File: src/rtl/uart_rx.sv
`default_nettype none
// ============================================================================
// Module   : uart_rx
// Purpose  : 8N1 UART receiver. Synchronizes the asynchronous serial input,
//            deframes characters with mid-bit sampling and queues received
//            bytes in a first-word-fall-through FIFO with sticky error flags.
// Ports    : clk_i        - system clock
//            rst_n_i      - synchronous active-low reset
//            rx_i         - asynchronous serial input, idle high
//            rd_en_i      - pop FIFO head (ignored when empty)
//            clr_err_i    - clear both sticky error flags
//            data_o       - FIFO head byte (combinational, valid with valid_o)
//            valid_o      - FIFO non-empty
//            count_o      - number of queued bytes
//            overrun_o    - sticky: byte dropped because FIFO was full
//            frame_err_o  - sticky: stop bit sampled as 0
// Revision : 1.0 - initial release
// ============================================================================
module uart_rx #(
  parameter int unsigned CLK_HZ = 100000000,
  parameter int unsigned BAUD   = 115200,
  parameter int unsigned DEPTH  = 8
) (
  input  logic                       clk_i,
  input  logic                       rst_n_i,
  input  logic                       rx_i,
  input  logic                       rd_en_i,
  input  logic                       clr_err_i,
  output logic [7:0]                 data_o,
  output logic                       valid_o,
  output logic [$clog2(DEPTH+1)-1:0] count_o,
  output logic                       overrun_o,
  output logic                       frame_err_o
);

  // Clocks per bit; must be at least 4 so that the half-bit load is >= 1.
  localparam int unsigned CPB     = CLK_HZ / BAUD;
  localparam int unsigned CNT_W   = $clog2(CPB);
  localparam int unsigned IDX_W   = $clog2(DEPTH);
  localparam int unsigned PTR_W   = IDX_W + 1;
  localparam int unsigned CNT_O_W = $clog2(DEPTH + 1);

  localparam logic [CNT_W-1:0] CNT_HALF = CNT_W'(CPB / 2 - 1);
  localparam logic [CNT_W-1:0] CNT_FULL = CNT_W'(CPB - 1);
  localparam logic [CNT_W-1:0] CNT_ONE  = CNT_W'(1);

  typedef enum logic [2:0] {
    S_IDLE    = 3'd0,
    S_START   = 3'd1,
    S_DATA    = 3'd2,
    S_STOP    = 3'd3,
    S_WAIT_HI = 3'd4
  } state_t;

  // --------------------------------------------------------------------------
  // Registers
  // --------------------------------------------------------------------------
  logic               sync1_q, sync2_q;
  state_t             state_q, state_d;
  logic [CNT_W-1:0]   cnt_q, cnt_d;
  logic [2:0]         bit_idx_q, bit_idx_d;
  logic [7:0]         shift_q, shift_d;
  logic [PTR_W-1:0]   wr_ptr_q, wr_ptr_d;
  logic [PTR_W-1:0]   rd_ptr_q, rd_ptr_d;
  logic [CNT_O_W-1:0] count_q, count_d;
  logic               valid_q, valid_d;
  logic               overrun_q, overrun_d;
  logic               frame_err_q, frame_err_d;

  logic [7:0]         mem [DEPTH];

  // --------------------------------------------------------------------------
  // Combinational helpers
  // --------------------------------------------------------------------------
  logic rx_s;
  logic cnt_zero;
  logic full;
  logic pop;
  logic push;
  logic set_overrun;
  logic set_frame_err;

  assign rx_s     = sync2_q;
  assign cnt_zero = (cnt_q == '0);
  assign full     = (wr_ptr_q[IDX_W-1:0] == rd_ptr_q[IDX_W-1:0]) &&
                    (wr_ptr_q[IDX_W] != rd_ptr_q[IDX_W]);
  assign pop      = rd_en_i && valid_q;

  // --------------------------------------------------------------------------
  // Receive FSM: next state and datapath
  // --------------------------------------------------------------------------
  always_comb begin
    state_d       = state_q;
    cnt_d         = cnt_q;
    bit_idx_d     = bit_idx_q;
    shift_d       = shift_q;
    push          = 1'b0;
    set_overrun   = 1'b0;
    set_frame_err = 1'b0;

    case (state_q)
      S_IDLE: begin
        if (!rx_s) begin
          state_d = S_START;
          cnt_d   = CNT_HALF;
        end
      end

      S_START: begin
        if (!cnt_zero) begin
          cnt_d = cnt_q - CNT_ONE;
        end else if (!rx_s) begin
          state_d   = S_DATA;
          cnt_d     = CNT_FULL;
          bit_idx_d = 3'd0;
        end else begin
          // Start bit vanished by mid-bit: treat as a glitch.
          state_d = S_IDLE;
        end
      end

      S_DATA: begin
        if (!cnt_zero) begin
          cnt_d = cnt_q - CNT_ONE;
        end else begin
          shift_d   = {rx_s, shift_q[7:1]};
          cnt_d     = CNT_FULL;
          bit_idx_d = bit_idx_q + 3'd1;
          if (bit_idx_q == 3'd7) begin
            state_d = S_STOP;
          end
        end
      end

      S_STOP: begin
        if (!cnt_zero) begin
          cnt_d = cnt_q - CNT_ONE;
        end else if (rx_s) begin
          // A simultaneous pop frees a slot even when full.
          if (!full || pop) begin
            push = 1'b1;
          end else begin
            set_overrun = 1'b1;
          end
          state_d = S_IDLE;
        end else begin
          set_frame_err = 1'b1;
          state_d       = S_WAIT_HI;
        end
      end

      S_WAIT_HI: begin
        // Wait out a line break so it is not read as repeated 0x00 bytes.
        if (!cnt_zero) begin
          cnt_d = cnt_q - CNT_ONE;
        end
        if (rx_s) begin
          state_d = S_IDLE;
        end
      end

      default: begin
        state_d = S_IDLE;
      end
    endcase
  end

  // --------------------------------------------------------------------------
  // FIFO pointers, occupancy and sticky flags
  // --------------------------------------------------------------------------
  always_comb begin
    wr_ptr_d = wr_ptr_q;
    rd_ptr_d = rd_ptr_q;
    if (push) begin
      wr_ptr_d = wr_ptr_q + PTR_W'(1);
    end
    if (pop) begin
      rd_ptr_d = rd_ptr_q + PTR_W'(1);
    end
    count_d = CNT_O_W'(wr_ptr_d - rd_ptr_d);
    valid_d = (wr_ptr_d != rd_ptr_d);

    // Setting takes priority over clearing on the same edge.
    overrun_d   = set_overrun   ? 1'b1 : (clr_err_i ? 1'b0 : overrun_q);
    frame_err_d = set_frame_err ? 1'b1 : (clr_err_i ? 1'b0 : frame_err_q);
  end

  // --------------------------------------------------------------------------
  // State registers
  // --------------------------------------------------------------------------
  always_ff @(posedge clk_i) begin
    if (!rst_n_i) begin
      sync1_q     <= 1'b1;
      sync2_q     <= 1'b1;
      state_q     <= S_IDLE;
      cnt_q       <= '0;
      bit_idx_q   <= 3'd0;
      shift_q     <= 8'd0;
      wr_ptr_q    <= '0;
      rd_ptr_q    <= '0;
      count_q     <= '0;
      valid_q     <= 1'b0;
      overrun_q   <= 1'b0;
      frame_err_q <= 1'b0;
    end else begin
      sync1_q     <= rx_i;
      sync2_q     <= sync1_q;
      state_q     <= state_d;
      cnt_q       <= cnt_d;
      bit_idx_q   <= bit_idx_d;
      shift_q     <= shift_d;
      wr_ptr_q    <= wr_ptr_d;
      rd_ptr_q    <= rd_ptr_d;
      count_q     <= count_d;
      valid_q     <= valid_d;
      overrun_q   <= overrun_d;
      frame_err_q <= frame_err_d;
    end
  end

  // FIFO storage is intentionally not reset.
  always_ff @(posedge clk_i) begin
    if (push) begin
      mem[wr_ptr_q[IDX_W-1:0]] <= shift_q;
    end
  end

  // --------------------------------------------------------------------------
  // Outputs
  // --------------------------------------------------------------------------
  assign data_o      = mem[rd_ptr_q[IDX_W-1:0]];
  assign valid_o     = valid_q;
  assign count_o     = count_q;
  assign overrun_o   = overrun_q;
  assign frame_err_o = frame_err_q;

endmodule
`default_nettype wire
File: config.mk
export PLATFORM = sky130hd
export DESIGN_NAME = uart_rx
export DESIGN_NICKNAME = d
export VERILOG_FILES = /design/src/rtl/uart_rx.sv
export SDC_FILE = /design/constraint.sdc
export NUM_CORES = 1
export LEC_CHECK = 0
export ABC_AREA = 0
export BUFFER_PORTS_ARGS = -buffer_cell sky130_fd_sc_hd__buf_2
export CAP_MARGIN = 20
export CORE_MARGIN = 8
export CORE_UTILIZATION = 45
export DETAILED_ROUTE_END_ITERATION = 8
export PLACE_DENSITY_LB_ADDON = 0.15
export SETUP_SLACK_MARGIN = 0.5
export SYNTH_ARGS = -nofsm -noshare
export SYNTH_HDL_FRONTEND = slang
export SYNTH_SLANG_ARGS = --single-unit
export TNS_END_PERCENT = 5
File: constraint.sdc
create_clock -name clk_i -period 3.7 [get_ports clk_i]
set_clock_uncertainty 0.15 [all_clocks]
set_input_delay 0.185 -clock clk_i [delete_from_list [all_inputs] [get_ports clk_i]]
set_output_delay 0.185 -clock clk_i [all_outputs]
set_load 0.05 [all_outputs]
== After elaboration in Yosys (flattened, before gate mapping) ==
Memory sizes are Yosys's and may differ from the RTL's. A register that Yosys moved wholly into a read port is not among the register bits.
Index checks and enable logic that the tools add are counted.
Word-level totals
  flip-flop bits (word level): 41
  bits in writable memories: 64
  bits of input ports: 5
  output and inout bits: 15
  word-level logic and storage cells: 88
  memories kept: 1
Operators by class
  add/sub/neg operators: 5
  equality and inequality tests: 17
  multiplexer cells: 38
  reductions and logical operators: 15
Memory list
  mem: words 8, bits a word 8, read ports 1, clocked after Yosys merged registers in 1, wr ports 1, RTL line 70  | logic [7:0] mem [DEPTH];
Operators by type and width (number)
  10-bit 2-to-1 mux: 5
  10-bit one-hot mux with 4 select lines: 1
  3-bit 2-to-1 mux: 11
  1-bit 2-to-1 mux: 16
  2-bit inequality test, second input constant: 8
  3-bit one-hot mux with 5 select lines: 1
  10-bit zero test: 1
  10-bit by 1-bit subtractor with 10-bit output, second input constant: 1
  4-bit by 1-bit adder with 4-bit output, second input constant: 2
  4-bit 2-to-1 mux: 2
  4-bit AND reduction: 2
  3-bit by 2-bit equality test with 1-bit output, second input constant: 2
  3-bit equality test, second input constant: 2
  3-bit one-hot mux with 2 select lines: 1
  6-bit AND reduction: 1
  2-bit nonzero test: 3
  4-bit inequality test: 1
  4-bit nonzero test: 1
  4-bit subtractor: 1
  3-bit by 1-bit adder with 3-bit output, second input constant: 1
  3-bit by 1-bit equality test with 1-bit output, second input constant: 1
  3-bit equality test: 1
  3-bit zero test: 1
  3-bit inequality test, second input constant: 1
  7 further kinds: 8

== Logic depth before layout (Yosys ltp) ==
Gate-level depths: netlist (run 1).
  depth after elaboration: 10
  gate-level depth with buffers: 12

== Worst setup path after synthesis (run 1) ==
No wires, ideal clock.
  path type: register to register
  start: register cnt_q[0]
  end: register count_q[3] (netlist: count_o[3])
  library setup time: 0.115 ns
  arrival time: 2.852 ns
  data required time: 3.435 ns
  slack: 0.583 ns
  stages on the path, launching flop included: 13
  buffers on the path: 0
  period minus slack after synthesis: 3.117 ns
  cells stage by stage: dfxtp_1 inv_1 ha_1 nor4b_4 nand4_1 a211oi_2 mux2i_1 inv_1 ha_1 a21o_1 a21oi_1 xor2_1 and2_1
On the way
  word-level cells in the longest chain between the ends: 5
RTL lines
  from (decl): RTL line 60  | logic [CNT_W-1:0] cnt_q, cnt_d;
  from (signal assigned): RTL line 209  | cnt_q <= cnt_d;
  10-bit zero test: RTL line 84  | assign cnt_zero = (cnt_q == '0);
  1-bit 2-to-1 mux: RTL line 136  | if (!cnt_zero) begin
  1-bit 2-to-1 mux: RTL line 101  | case (state_q)
  4-bit 2-to-1 mux: RTL line 174  | if (push) begin
  net wr_ptr_d[1]: RTL line 63  | logic [PTR_W-1:0] wr_ptr_q, wr_ptr_d;
  4-bit subtractor: RTL line 180  | count_d = CNT_O_W'(wr_ptr_d - rd_ptr_d);
  to (signal assigned): RTL line 214  | count_q <= count_d;
  to (decl): RTL line 65  | logic [CNT_O_W-1:0] count_q, count_d;
The timed path passes the listed nets, and every way through them passes these cells.
A chain may end at the register's enable or synchronous reset.

== Worst setup path in the final report (run 1) ==
Ends and elaborated chain as after synthesis.

==> summary.txt, run 1 <==
Vias/cell - 5.293
delay-heaviest family, CP - compound AO/OA/AOI/OAI gates
Placed Area - 0.004925 mm2
Worst-Skew Late Latency - 0.36 ns
top cell type's share of synthesized area - 41.67%
FF+latch count, synth - 105
crit path cell chain - inv_1 -> ha_1 -> nor4b_4 -> nand4_1 -> a211oi_4 -> mux2i_2 -> inv_1 -> ha_1 -> a21o_1 -> a21oi_1 -> xor2_1 -> and2_1
Core Area - 0.01014 mm2
Pre-antenna DRT Iters - 4
fraction of layout cells with a size suffix above 1 - 23.58%
Net count, final - 395
Die X - 117.2 um
max-slew violations - 0
H-tree depth - 3
Max Fanout on Critical Path - 5
Crit path arrival time - 3.04 ns
P_leak - 1.827 nW
Area growth syn-to-layout - 11.91%
vias after detailed routing - 2763
delay of the slowest critical-path stage - 0.38 ns
CP required - 3.81 ns
WS Path Type - reg -> reg
clock root buffer - clkbuf_8
non-filler cells, final - 522
post-synthesis xor/xnor area fraction - 3.527%
CTS Sinks - 105
Yosys warning count - 0
slowest cell on the critical path - a211oi_4
Most used DFF post-synth - edfxtp_1
Rows - 37
Worst-path clk slew - 0.10 ns
vias in the first global route - 2669
Wirelength per Cell - 16.33 um
Longest Clk Path Bufs - 2
total grt overflow - 0
Initial Util - 45.49%
cts bufs inserted - 9
PortBufs - 19
final worst-path cycle share - 79.27%
status - completed
Area contributors post-synth - edfxtp_1 (42%), dfxtp_1 (18%), mux4_2 (7.8%)
post-route setup TNS - 0 ns
syn_nets - 363
CP endpoint kind - register
Avg Cell Area, Syn - 13.21 um2
First DRT Iteration DRCs - 127
total power - 2.117 mW
element type at the critical path start - register
Slew @ Worst Pin - 0.6575 ns
Adder-Cell Fraction of Synth Area - 2.604%
Max VDD drop - 0.2323 mV
Mapped Area - 0.004612 mm2
routability cong. - 0.7888
design area - 0.005161 mm2
Post-Syn Instances - 349
DRT antenna net count - 0
Overall Global Routing Usage - 13.57%
Synth area leader - edfxtp_1
RSZ-0062 raised after global routing - false
ys async rst share - 0%
final wirelength - 8.525 mm
DIE HEIGHT - 117.2 um
fmax - 0.3409 GHz
sequential share of the synthesized area - 59.47%
final hold viol count - 0
die area - 0.01374 mm2
Power Density - 410.2 mW/mm2
initial antenna violation count - 0
EDFF count, synth - 64
Hold WC Path Type - in -> reg
Buf/Inv on CP - 2
Final setup viols - 0
Synth Area in Simple Gates - 13.65%
fin crit period - 2.933 ns
first-pass GRT wire length - 14.10 mm
Max-cap violations - 0
DRC violations left - 0
complex-gate fraction of the synthesized area - 7.813%
FF-to-FF setup slack - 0.77 ns
largest net degree at the start of global routing - 42
CTS tree - built
library cells used by synthesis - 57
largest family of logic cells by synthesized area - simple AND/OR/NAND/NOR gates
mux contribution to synthesized area - 10.42%
Inserted Diodes - 0
HPWL after DPL - 5.767 mm
Cells after DPL - 503
Rel. slew slack - 55.83%
Ports - 20
[cells in the mapped netlist (3+ instances only)]
| master | count |
|---|---|
| mux4_2 | 16 |
| a21oi_1 | 11 |
| nor2b_1 | 12 |
| nand2b_1 | 5 |
| ha_1 | 8 |
| o21ai_0 | 7 |
| buf_2 | 5 |
| a22oi_1 | 3 |
| xor2_1 | 9 |
| nor3b_1 | 5 |
| inv_1 | 8 |
| xnor2_1 | 7 |
| a21boi_0 | 9 |
| edfxtp_1 | 64 |
| mux2_2 | 8 |
| and2_1 | 10 |
| nor2_1 | 15 |
| nor3_1 | 8 |
| dfxtp_1 | 41 |
| mux2i_1 | 3 |
| nand3_1 | 7 |
| nand4_1 | 4 |
| nand2_1 | 34 |
| clkbuf_1 | 10 |
| a31oi_1 | 3 |
[sequential cells by signal, summed over array words and instances (netlist names)]
name and flops:
mem 64, cnt_q 10, shift_q 8, count_o 4, rd_ptr_q 4, wr_ptr_q 4
bit_idx_q 3, state_q 3, frame_err_o 1, overrun_o 1, rx_s 1, sync1_q 1
valid_o 1
[worst reg2reg max path, cell delays in order, from the launching register on]
cell      delay [ns]
dfxtp_1         0.34
inv_1           0.06
ha_1            0.22
nor4b_4         0.24
nand4_1         0.22
a211oi_4        0.38
mux2i_2         0.28
inv_1           0.06
ha_1            0.31
a21o_1          0.18
a21oi_1         0.17
xor2_1          0.08
and2_1          0.15
[cells by family (layout without fill, tap and decap cells)]
family,after synthesis,after routing
AOI/OAI and AO/OA,50,50
xor gates and xnor gates,17,17
adders and majority gates,9,9
buffers and inverters,26,63
DFF,105,105
muxes,27,27
and+or+nand+nor,115,115
[area by class of cell]
| type | count | area (um2) |
|---|---|---|
| Fill cell | 875 | 4977 |
| Sequential cell | 105 | 2743 |
| Multi-Input combinational cell | 218 | 1770 |
| Timing Repair Buffer | 39 | 247.7 |
| Tap cell | 136 | 170.2 |
| Clock buffer | 10 | 127.6 |
| Clock inverter | 6 | 72.57 |
| Inverter | 8 | 30.03 |
[routing by layer]
layer	up-vias	wire [um]	global-route usage (%)
li1	1354	-	-
met1	1366	3939	17.58
met2	35	4127	22.12
met3	8	377	2.925
met4	0	80	4.522
met5	-	0	0
[report_power, final]
part / total, mW / switching (mW) / internal, mW
registers: 1.25 / 0.0154 / 1.24
clock network: 0.712 / 0.389 / 0.323
logic: 0.153 / 0.0911 / 0.0621
[repair_timing]
action                                  4_1_cts  5_1_grt
endpoints found under the hold margin         1        0
hold buffers                                  1        0
endpoints found under the setup margin        0        1
gates resized for setup                       0        2
setup buffers                                 0        2
[path summary, 6_finish.rpt]
path	depth (start not counted)	to	startpoint
max	12	count_o[3]	cnt_q[0]
min	4	overrun_o	clr_err_i
max reg2reg	12	count_o[3]	cnt_q[0]
min reg2reg	1	rx_s	sync1_q
[per-stage QoR]
stage          hold WS, ns  utilization [%]  setup slack [ns]
5_1_grt            0.05890            50.91            0.5362
3_3_place_gp        0.2273            48.57            0.7337
3_5_place_dp        0.2209            48.57            0.5921
6_report           0.05677            50.91            0.7669
4_1_cts            0.04871            50.65            0.5631
2_1_floorplan       0.1365                -            0.5830
[cells in the final DEF, fill, tap and decap left out, drive strengths merged, types with 3 or more instances in the layout]
master | synthesis | final
a211oi | 3 | 3
a21boi | 9 | 9
a21oi | 11 | 11
a22oi | 3 | 3
a31oi | 3 | 3
and2 | 10 | 10
buf | 7 | 38
clkbuf | 10 | 10
dfxtp | 41 | 41
edfxtp | 64 | 64
ha | 8 | 8
inv | 8 | 11
mux2 | 8 | 8
mux2i | 3 | 3
mux4 | 16 | 16
nand2 | 34 | 34
nand2b | 5 | 5
nand3 | 8 | 8
nand4 | 4 | 4
nor2 | 15 | 15
nor2b | 12 | 12
nor3 | 9 | 9
nor3b | 5 | 5
o21ai | 7 | 7
or3 | 3 | 3
xnor2 | 7 | 7
xor2 | 9 | 9
No activity file was read; power rests on OpenSTA's default activity.
==> run 2: changes to the inputs <==
--- a/config.mk
+++ b/config.mk
@@ -5,7 +5,7 @@
 export SDC_FILE = /design/constraint.sdc
 export NUM_CORES = 1
 export LEC_CHECK = 0
-export ABC_AREA = 0
+export ABC_AREA = 1
 export BUFFER_PORTS_ARGS = -buffer_cell sky130_fd_sc_hd__buf_2
 export CAP_MARGIN = 20
 export CORE_MARGIN = 8
==> constraint.sdc (replaced) <==
create_clock -name clk_i -period 2.65 [get_ports clk_i]
set_clock_uncertainty 0.15 [all_clocks]
set_input_delay 0.1325 -clock clk_i [delete_from_list [all_inputs] [get_ports clk_i]]
set_output_delay 0.1325 -clock clk_i [all_outputs]
set_load 0.05 [all_outputs]
==> summary.txt, run 2 <==
library cells used by synthesis - 42 (-26%)
max-slew violations - 0 (unchanged)
Area growth syn-to-layout - 16.29%
DRT antenna net count - 0 (unchanged)
Synth area leader - edfxtp_1
Most used DFF post-synth - edfxtp_1
CTS Sinks - 105 (unchanged)
Mapped Area - 0.004586 mm2 (-0.57%)
Inserted Diodes - 0 (unchanged)
commonest cells after routing, fill and taps aside - nor2_1 (104), edfxtp_1 (64), o21ai_0 (53), nand2_1 (50)
Buf/Inv on CP - 2 (unchanged)
Initial Util - 45.44% (-0.052 points)
initial antenna violation count - 0 (unchanged)
WS Path Type - reg -> reg
HPWL after DPL - 6.301 mm (+9.3%)
Area contributors post-synth - edfxtp_1 (42%), dfxtp_1 (18%), nor2_1 (8.5%)
final wirelength - 9.671 mm (+13%)
CP required - 2.74 ns (-1.07 ns)
Net count, final - 536 (+36%)
Ports - 20 (unchanged)
Worst R2R Start - cnt_q[0]
Overall Global Routing Usage - 15.13% (+1.6 points)
delay-heaviest family, CP - simple AND/OR/NAND/NOR gates
Max Fanout on Critical Path - 6 (+1)
FF+latch count, synth - 105 (unchanged)
Pre-antenna DRT Iters - 4 (unchanged)
P_leak - 2.049 nW (+12%)
total power - 4.209 mW (+99%)
syn_nets - 488 (+34%)
FF/Latch Area - 0.002758 mm2 (+0.55%)
die area - 0.01368 mm2 (-0.49%)
sequential power share - 48.1% (-11 points)
status - completed
final hold viol count - 0 (unchanged)
slowest cell on the critical path - dfxtp_2
Clock power frac - 21.7% (-12 points)
PortBufs - 19 (unchanged)
fraction of layout cells with a size suffix above 1 - 21.63% (-1.9 points)
total grt overflow - 0 (unchanged)
Max VDD drop - 0.3703 mV (+59%)
Cell Int Power - 2.754 mW (+70%)
Reg-to-Reg End - count_o[2]
fin crit period - 2.238 ns (-0.6947 ns)
Worst-path clk slew - 0.11 ns (about the same)
CP endpoint kind - register
ys async rst share - 0% (unchanged)
Post-synth top cells - nor2_1 (104), edfxtp_1 (64), o21ai_0 (54)
CTS tree - built
EDFF count, synth - 64 (unchanged)
hold_sp - rd_en_i
Rows - 37 (unchanged)
design area - 0.005333 mm2 (+3.3%)
H-tree depth - 3 (unchanged)
Hold WC Path Type - in -> reg
Hold EP - rd_ptr_q[0]
clock root buffer - clkbuf_8
Placed Area - 0.004917 mm2 (-0.15%)
vias after detailed routing - 3373 (+22%)
Logic pwr share - 30.2% (+23 points)
DRC violations left - 0 (unchanged)
Power Density - 789.4 mW/mm2 (+92%)
Avg Cell Area, Syn - 9.674 um2 (-27%)
largest net degree at the start of global routing - 33 (-21%)
Slew @ Worst Pin - 0.8053 ns (+0.1478 ns)
first-pass GRT wire length - 16.07 mm (+14%)
max FFs per register - 64 (unchanged)
Longest Clk Path Bufs - 2 (unchanged)
RSZ-0062 raised after global routing - true
Rel. slew slack - 46.25% (-9.6 points)
vias in the first global route - 3270 (+23%)
routability cong. - 0.7771 (-1.5%)
Sw Ratio - 34.58% (+11 points)
Reg2Reg Depth - 13 (+1)
Crit path arrival time - 2.33 ns (-0.71 ns)
sequential share of the synthesized area - 59.81% (+0.34 points)
final worst-path cycle share - 84.47% (+5.2 points)
Yosys warning count - 0 (unchanged)
most used standard cell by instance count after synthesis - nor2_1
delay of the slowest critical-path stage - 0.33 ns (-0.05 ns)
Worst-Skew Late Latency - 0.37 ns (about the same)
FILL cells - 969 (+11%)
Final setup viols - 0 (unchanged)
post-route setup TNS - 0 ns (unchanged)
element type at the critical path start - register
Max-cap violations - 0 (unchanged)
Post-Syn Instances - 474 (+36%)
most common cell after layout, fill and taps aside - nor2_1
cts bufs inserted - 9 (unchanged)
First DRT Iteration DRCs - 223 (+76%)
Core Area - 0.01009 mm2 (-0.46%)
Vias/cell - 5.087 (-3.9%)
Die X - 116.9 um (-0.25%)
hold-critical path depth - 5 (+1)
fmax - 0.4467 GHz (+31%)
Wirelength per Cell - 14.59 um (-11%)
DIE HEIGHT - 116.9 um (-0.25%)
top cell type's share of synthesized area - 41.91% (+0.24 points)
footprint of the multi-input gates - 0.001700 mm2 (-4.0%)
crit path cell chain - inv_2 -> ha_4 -> nand2_4 -> nor2_4 -> nand2_4 -> nor2_8 -> nand3_4 -> nor2_4 -> xor2_2 -> ha_4 -> buf_4 -> xor2_1 -> nor2_1
FF-to-FF setup slack - 0.41 ns (-0.36 ns)
Net Switching - 1.456 mW (+190%)
run 2: changes by cell type after synthesis, moves of 7 or more:
cell      before  now
nor2_1        15  104
o21ai_0        7   54
inv_1          8   32
nand2_1       34   51
mux4_2        16    0
nor2b_1       12    0
and2_1        10    0
a21boi_0       9    0
nand3_1        7   16
mux2_2         8    0
o22ai_1        1    8
run 2: repair_timing:
action	CTS	global route
hold buffers	3	0
pin swaps	12	11
endpoints found under the setup margin	17	71
gates resized for setup	12	12
hold endpoints to repair	5	0
setup buffers	13	4
run 2: area by class of cell:
cell class | count | area share (%)
flip-flops and latches | 105 | 51.71
multi-input cells | 313 | 31.89
repair buffers | 55 | 7.203
well taps | 136 | 3.191
inverters | 38 | 2.675
clock buffers | 9 | 2.323
clock inverters | 7 | 1.009
run 2: power groups by stage:
stage / Clock [mW] / Combinational, mW / Sequential (mW)
2_1_floorplan: 0 / 0.834 / 2.03
3_3_place_gp: 0 / 1.03 / 2.04
3_5_place_dp: 0 / 1.04 / 2.04
4_1_cts: 0.940 / 1.21 / 2.01
5_1_grt: 1.01 / 1.42 / 2.04
6_report: 0.915 / 1.27 / 2.02
run 2: worst max path at each step:
stage                startpoint          to  cells after the start
finish                 cnt_q[0]  count_o[2]                     13
global route           cnt_q[6]  count_o[3]                     14
CTS                 wr_ptr_q[2]  count_o[1]                     12
detailed placement     cnt_q[1]  count_o[3]                     15
global placement       cnt_q[1]  count_o[3]                     15
floorplan              cnt_q[1]  count_o[3]                     14
run 2: per-layer routing:
layer	GRT usage (%)	wire, um
met1	18.42	4397
met3	2.668	267
met2	26.12	4876
met4	5.887	129
met5	0	0
run 2: kinds of logic after synthesis:
family,Yosys count,synth area share (%)
and+or+nand+nor,200,19.43
DFF,105,59.81
AOI/OAI and AO/OA,94,11.08
buffers and inverters,56,4.993
xor gates and xnor gates,10,2.074
adders and majority gates,9,2.619
run 2: stage by stage:
stage,instances,utilization (%),hold slack [ns],setup WS [ns]
after detailed placement,627,48.72,0.1711,0.1763
after global placement,627,48.72,0.1707,0.2330
after global routing,663,52.84,0.1456,0.2420
after CTS,659,52.17,0.07112,0.3747
final,663,52.84,0.09256,0.4116
after floorplan,474,-,0.08908,0.3890
run 2: worst min-delay path, delay by kind of cell:
| family | cells | cell delay, ns |
|---|---|---|
| simple gates | 4 | 0.37 |
| buf+inv | 1 | 0.08 |
